## src/rtl/bist_sched.sv

```systemverilog
// BIST campaign scheduler: walks the masked CUTs in ascending index order,
// runs one session per CUT on the shared BIST engine, and collects per-CUT
// pass flags plus aggregate FAIL / TIMEOUT_ERR results.
module bist_sched #(
  parameter int NUM_CUT = 4,
  parameter int TIMEOUT = 4095
) (
  input  logic               CLK,
  input  logic               RESET,
  input  logic               REQ,
  input  logic [NUM_CUT-1:0] CUT_MASK,
  output logic               ENG_START,
  input  logic               ENG_FINISH,
  input  logic               ENG_BIST_END,
  input  logic               SIG_OK,
  output logic [1:0]         CUT_SEL,
  output logic               BUSY,
  output logic               DONE,
  output logic [NUM_CUT-1:0] PASS_VEC,
  output logic               FAIL,
  output logic               TIMEOUT_ERR
);

  localparam logic [2:0] ST_IDLE     = 3'd0;
  localparam logic [2:0] ST_SELECT   = 3'd1;
  localparam logic [2:0] ST_RUN      = 3'd2;
  localparam logic [2:0] ST_RELEASE  = 3'd3;
  localparam logic [2:0] ST_REPORT   = 3'd4;
  localparam logic [2:0] ST_WAIT_REL = 3'd5;

  // The session aborts on the RUN cycle in which the count reaches TIMEOUT.
  localparam logic [11:0] TIMER_LAST = 12'(TIMEOUT - 1);

  logic [2:0]         state_q,   state_d;
  logic [NUM_CUT-1:0] pending_q, pending_d;
  logic [NUM_CUT-1:0] mask_q,    mask_d;
  logic [NUM_CUT-1:0] pass_q,    pass_d;
  logic [1:0]         cut_sel_q, cut_sel_d;
  logic [11:0]        timer_q,   timer_d;
  logic               rel_q,     rel_d;
  logic               fail_q,    fail_d;
  logic               to_q,      to_d;
  logic [1:0]         next_sel;

  // Pick the lowest-index CUT still waiting for its session.
  always_comb begin
    next_sel = 2'd0;
    for (int i = NUM_CUT - 1; i >= 0; i--) begin
      if (pending_q[i]) next_sel = 2'(i);
    end
  end

  // Next-state and datapath update for the campaign sequencer.
  always_comb begin
    state_d   = state_q;
    pending_d = pending_q;
    mask_d    = mask_q;
    pass_d    = pass_q;
    cut_sel_d = cut_sel_q;
    timer_d   = timer_q;
    rel_d     = rel_q;
    fail_d    = fail_q;
    to_d      = to_q;
    case (state_q)
      ST_IDLE: begin
        if (REQ) begin
          mask_d    = CUT_MASK;
          pending_d = CUT_MASK;
          pass_d    = '0;
          fail_d    = 1'b0;
          to_d      = 1'b0;
          state_d   = (CUT_MASK == '0) ? ST_REPORT : ST_SELECT;
        end
      end
      ST_SELECT: begin
        cut_sel_d = next_sel;
        timer_d   = 12'd0;
        state_d   = ST_RUN;
      end
      ST_RUN: begin
        if (timer_q != 12'hFFF) timer_d = timer_q + 12'd1;
        if (ENG_FINISH && ENG_BIST_END) begin
          for (int i = 0; i < NUM_CUT; i++) begin
            if (cut_sel_q == 2'(i)) begin
              pass_d[i]    = SIG_OK;
              pending_d[i] = 1'b0;
            end
          end
          rel_d   = 1'b0;
          state_d = ST_RELEASE;
        end else if (timer_q >= TIMER_LAST) begin
          for (int i = 0; i < NUM_CUT; i++) begin
            if (cut_sel_q == 2'(i)) begin
              pass_d[i]    = 1'b0;
              pending_d[i] = 1'b0;
            end
          end
          to_d    = 1'b1;
          rel_d   = 1'b0;
          state_d = ST_RELEASE;
        end
      end
      ST_RELEASE: begin
        if (!rel_q) begin
          rel_d = 1'b1;
        end else begin
          rel_d   = 1'b0;
          state_d = (pending_q != '0) ? ST_SELECT : ST_REPORT;
        end
      end
      ST_REPORT: begin
        fail_d  = |(mask_q & ~pass_q);
        state_d = ST_WAIT_REL;
      end
      ST_WAIT_REL: begin
        if (!REQ) state_d = ST_IDLE;
      end
      default: state_d = ST_IDLE;
    endcase
  end

  // State registers with asynchronous active-high reset.
  always_ff @(posedge CLK or posedge RESET) begin
    if (RESET) begin
      state_q   <= ST_IDLE;
      pending_q <= '0;
      mask_q    <= '0;
      pass_q    <= '0;
      cut_sel_q <= 2'd0;
      timer_q   <= 12'd0;
      rel_q     <= 1'b0;
      fail_q    <= 1'b0;
      to_q      <= 1'b0;
    end else begin
      state_q   <= state_d;
      pending_q <= pending_d;
      mask_q    <= mask_d;
      pass_q    <= pass_d;
      cut_sel_q <= cut_sel_d;
      timer_q   <= timer_d;
      rel_q     <= rel_d;
      fail_q    <= fail_d;
      to_q      <= to_d;
    end
  end

  // Outputs decode straight from registered state so reset drops them at once.
  always_comb begin
    ENG_START   = (state_q == ST_RUN);
    BUSY        = (state_q != ST_IDLE) && (state_q != ST_WAIT_REL);
    DONE        = (state_q == ST_REPORT);
    CUT_SEL     = cut_sel_q;
    PASS_VEC    = pass_q;
    FAIL        = fail_q;
    TIMEOUT_ERR = to_q;
  end

endmodule

```

## config.mk

```make
export PLATFORM = sky130hd
export DESIGN_NAME = bist_sched
export DESIGN_NICKNAME = d
export VERILOG_FILES = /design/src/rtl/bist_sched.sv
export SDC_FILE = /design/constraint.sdc
export NUM_CORES = 1
export LEC_CHECK = 0
export ABC_CLOCK_PERIOD_IN_PS = 2350
export CAP_MARGIN = 20
export CORE_ASPECT_RATIO = 0.9
export CORE_UTILIZATION = 55
export CTS_CLUSTER_DIAMETER = 30
export DETAILED_ROUTE_END_ITERATION = 10
export MAX_ROUTING_LAYER = met4
export PLACE_DENSITY = 0.79
export SKIP_LAST_GASP = 1
export SLEW_MARGIN = 20
export SYNTH_ARGS = -nofsm -noshare
export SYNTH_HDL_FRONTEND = slang
export SYNTH_SLANG_ARGS = --single-unit
```

## constraint.sdc

```tcl
create_clock -name CLK -period 2.35 [get_ports CLK]
set_input_delay 0.235 -clock CLK [delete_from_list [all_inputs] [get_ports CLK]]
set_output_delay 0.235 -clock CLK [all_outputs]
set_load 0.1 [all_outputs]
```

[Yosys cells after proc, flatten, opt, wreduce, memory -nomap -nowiden]
Index checks and enable logic that the tools add are counted.
W data, S select, Z words.
Word-level totals
  bits in registers: 32
  output and inout bits: 11
  word-level logic and storage cells: 103
Operators by class
  add/subtract/negate cells: 1
  order comparisons: 1
  equality and inequality tests: 21
  muxes and demuxes: 43
  bitwise operators: 2
  reductions and logical operators: 23
Operators with widths (count)
  $mux W4: 6
  $pmux W12 S2: 1
  $reduce_and A4 Y1: 6
  $mux W3: 7
  $mux W1: 18
  $pmux W3 S6: 1
  $pmux W4 S2: 2
  $add A12 B1 Y12 const B: 1
  $ge A12 B12 Y1 const B: 1
  $mux W12: 1
  $ne A12 B12 Y1 const B: 1
  $ne A2 B1 Y1 const B: 6
  $mux W2: 4
  $ne A2 B2 Y1 const B: 4
  $reduce_and A2 Y1: 4
  $reduce_bool A2 Y1: 4
  $eq A3 B2 Y1 const B: 2
  $eq A3 B3 Y1 const B: 2
  $pmux W1 S2: 3
  $and A4 B4 Y4: 1
  $eq A2 B2 Y1 const B: 2
  $logic_not A4 Y1: 1
  $not A4 Y4: 1
  $reduce_bool A4 Y1: 1
  other kinds (10): 11

[Depth between registers and ports, before layout]
  word-level depth: 5
  depth in mapped cells: 7

[Worst setup path after synthesis]
No wires, ideal clock.
  kind: register to output
  start: reg state_q[2]
  end: out BUSY
  arrival: 2920 ps
  slack: -805 ps
  stages on the path, launching flop included: 4
  cells stage by stage: dfrtp_1 > buf_1 > nor2_1 > o21ai_0
On the way
  longest elaborated chain between the ends: 2
  elaborated cells between the ends (all ways): 3
  those cells by class: eq/ne (1); reduce/logical (2)
Ends and longest elaborated chain
  start: declaration: RTL line 34  | logic [2:0] state_q, state_d;
  start signal: assignment: RTL line 135  | state_q <= state_d;
  $ne A3 B3 Y1 / $reduce_bool A3 Y1 (equally long branches): RTL line 150  | BUSY = (state_q != ST_IDLE) && (state_q != ST_WAIT_REL);
  $logic_and A1 B1 Y1 (*): RTL line 150
  end: declaration: RTL line 17  | output logic BUSY,
Every way passes the cells marked *; elsewhere a longest branch is shown, timed or not.

[Worst setup path after layout]
  start: reg state_q[0]
  end: reg pass_q[1] (netlist: PASS_VEC[1])
On the way
  longest elaborated chain between the ends: 3
  elaborated cells between the ends (all ways): 8
  those cells by class: eq/ne (4); mux (1); reduce/logical (3)
Ends and longest elaborated chain
  $eq A3 B2 Y1 / $logic_not A3 Y1 (equally long branches): RTL line 64  | case (state_q)
  $ne A3 B1 Y1 (no source line) (tied with other cells)
  $reduce_and A4 Y1 (no source line)
  end signal: assignment: RTL line 138  | pass_q <= pass_d;
  end: declaration: RTL line 37  | logic [NUM_CUT-1:0] pass_q, pass_d;
Parallel ways exist; a longest one is shown, timed or not.
A chain may end at the register's enable or synchronous reset.

==> metrics.md <==
| Metric | Value |
|---|---|
| Status | `finished clean` |
| Yosys top cell area share | `46.1%` |
| Nets | `223` |
| Kind of critical path | `reg -> reg` |
| Kind of start point of the critical path | `flip-flop` |
| Vias in the first global route | `1360` |
| Critical path arrival | `2.24 ns` |
| Share of layout cells above drive strength 1 | `19.0%` |
| CP required | `2.57 ns` |
| Final TNS setup | `0 ns` |
| Wirelength per Cell | `15.3 um` |
| # hold bufs at CTS | `0` |
| Number of flops mapped to enable cells by yosys | `0` |
| Endpoints failing setup | `0` |
| Hold Fails Final Rpt | `0` |
| CORE AREA | `0.00286 sq mm` |
| Clk_lat worst skew | `0.33 ns` |
| Critical path's top delay family | `simple AND/OR/NAND/NOR gates` |
| Maximum vdd drop | `0.833 mV` |
| Setup Skew | `0.00558 ns` |
| Largest stage delay on the critical path | `0.53 ns` |
| PwrDens | `1260 mW/mm^2` |
| Worst-path maximum fanout | `13` |
| Post-synthesis cell type count | `47` |
| GRT Total Usage | `26.5%` |
| Initial antenna violation count | `0` |
| H-Tree Depth | `2` |
| Synth Cell Area | `0.00174 sq mm` |
| P&R area growth vs syn | `17.6%` |
| Clock tree buffer depth | `2` |
| Die height | `55.3 um` |
| CP bufs+invs | `0` |
| Slew Limit Fails | `0` |
| Post-synthesis compound-gate area fraction | `15.9%` |
| CTS tree | `yes` |
| Register area share after synthesis | `46.1%` |
| Worst path slowest cell | `or3b_1` |
| I/O pin count | `21` |
| Syn Nets | `198` |
| Rows | `18` |
| Clock Sinks | `32` |
| Num CTS Buffers | `5` |
| #FFs+latches synth | `32` |
| CTS root buf | `clkbuf_4` |
| Main synth FF type | `dfrtp_1` |
| Final period utilization | `85.9%` |
| DIE WIDTH | `61.2 um` |
| DR vias/cell | `5.83` |
| Die area | `0.00339 sq mm` |
| Global-route wire length before repair | `6350 um` |
| RSZ-0062 raised after global routing | `false` |
| Synthesized area per cell | `9.34 sq um` |
| Post-route total power | `2.58 mW` |
| Async S/R FF share, synth | `100%` |
| DRC | `0` |
| IO Port Bufs | `20` |
| Adder-Cell Fraction of Synth Area | `1.44%` |
| Crit path cell chain | `or3b_1 -> a21oi_1 -> nand2b_2 -> nand3_1 -> mux2_2` |
| Pleak | `0.933 nW` |
| Path type of the worst min-delay path | `in -> async` |
| Area leader, netlist | `dfrtp_1` |
| Main combinational cell family by area after synthesis | `simple AND/OR/NAND/NOR gates` |
| Post-Route WL | `3840 um` |
| Fmax | `0.495 GHz` |
| Final Critical Period | `2.02 ns` |
| Detail Route Antenna Nets | `0` |
| Max transition margin | `65.4%` |
| Post-route core utilization | `71.4%` |
| Max Cap Viol | `0` |
| Worst Max-Slew Pin Slew | `0.514 ns` |
| Largest cells by area after synthesis | `dfrtp_1, nand2_1, o21ai_0, nor2_1, inv_1` |
| CTS resizes | `0` |
| Final GP Congestion | `0.918` |
| Number of antenna diodes | `0` |
| Clk slew on worst S/H paths | `0.10 ns` |
| Largest net degree at the start of global routing | `33` |
| Hold_ws | `0.277 ns` |
| Setup bufs post-CTS | `0` |
| 1st-pass router iterations | `4` |
| Iteration-0 DRC Markers | `162` |
| Post-Synthesis Cells | `186` |
| Gr ovfl total | `0` |
| Crit end category | `flip-flop` |
| Mux share of post-synthesis cell area | `3.89%` |
| Area share of and/or/nand/nor cells after synthesis | `24.1%` |
| Vias | `1463` |
| Starting density of the core | `60.7%` |
| Pre-CTS setup slack | `0.355 ns` |
| Synth Warn # | `0` |
| DP Wirelength | `2880 um` |
| Setup slack after layout | `0.332 ns` |
| Xor and xnor area share after synthesis | `4.03%` |
[path summary, 6_finish.rpt]
path	from	endpoint	slack (ns)	depth (start not counted)
worst max-delay path	state_q[0]$_DFFE_PP0P_	PASS_VEC[1]$_DFFE_PP0P_	0.33	5
worst min-delay path	RESET	mask_q[0]$_DFFE_PP0P_	0.28	3
worst max register to register	state_q[0]$_DFFE_PP0P_	PASS_VEC[1]$_DFFE_PP0P_	0.33	5
worst min register to register	mask_q[2]$_DFFE_PP0P_	mask_q[2]$_DFFE_PP0P_	0.49	2
max in group asynchronous	RESET	timer_q[5]$_DFFE_PP0P_	1.79	3
min in group CLK	mask_q[2]$_DFFE_PP0P_	mask_q[2]$_DFFE_PP0P_	0.49	2
[state kept, by name (all words and copies together), names as in the netlist]
signal,flops
state_q,3
rel_q,1
CUT_SEL,2
pending_q,4
timer_q,12
TIMEOUT_ERR,1
FAIL,1
mask_q,4
PASS_VEC,4
[stage by stage]
stage,instance area (sq um),instances
CTS,2040,251
floorplan,1740,186
finish,2040,251
global placement,1980,244
detailed placement,1980,244
global route,2040,251
[synth_stat cells (2+ instances only)]
master / instances
dfrtp_1: 32
nand2_1: 27
nor2_1: 17
o21ai_0: 13
inv_1: 11
a21oi_1: 8
nand3_1: 6
nor3_1: 5
xnor2_1: 4
xor2_1: 4
a22o_1: 3
mux2i_1: 3
nor2b_1: 3
nor4_1: 3
o2111ai_1: 3
o211ai_1: 3
a22o_2: 2
a31oi_1: 2
and2_1: 2
and3_1: 2
buf_2: 2
clkbuf_1: 2
ha_1: 2
mux2_2: 2
o22ai_1: 2
o41ai_1: 2
[area by class of cell]
cell class                 count  area, sq um
fill                         227          818
sequential                    32          801
tap                           40         50.0
timing repair buffer          24          215
multi-input combinational    136          861
inverter                      12         50.0
clock buffer                   7         65.1
[kinds of logic after synthesis]
family                   count (synthesis)
buffers and inverters                   18
adder cells (fa/ha/maj)                  2
flip-flops                              32
AO/OA/AOI/OAI                           42
multiplexers                             6
AND/OR/NAND/NOR                         78
XOR/XNOR                                 8
[worst min-delay path: cells and delay by family]
kind | cells | cell delay [ns]
buffers and inverters | 3 | 0.80
[per-layer routing]
metal / GRT usage, % / up-vias / part of all wire, %
met5: - / - / 0
met4: 6.82 / 0 / 1.2
met3: 6.32 / 7 / 4.9
met2: 36.6 / 48 / 44
met1: 39.0 / 701 / 50
li1: - / 707 / -
[cell usage in the layout (no fill, tap or decap), types with 3 or more instances in the layout]
cell type / count
a21oi_1: 8
a22o_1: 3
buf_4: 14
clkbuf_4: 5
clkdlybuf4s50_1: 9
dfrtp_1: 32
inv_1: 11
mux2i_1: 3
nand2_1: 27
nand3_1: 6
nor2_1: 17
nor2b_1: 3
nor3_1: 5
nor4_1: 3
o2111ai_1: 3
o211ai_1: 3
o21ai_0: 12
xnor2_1: 4
xor2_1: 4
[power breakdown]
part | internal (mW) | leakage (nW) | total, mW | switching [mW]
combinational | 0.429 | 0.474 | 1.37 | 0.936
clock | 0.169 | 0.0374 | 0.348 | 0.178
sequential | 0.703 | 0.422 | 0.869 | 0.166
total | 1.30 | 0.933 | 2.58 | 1.28
Power figures use the tool's default switching activity.
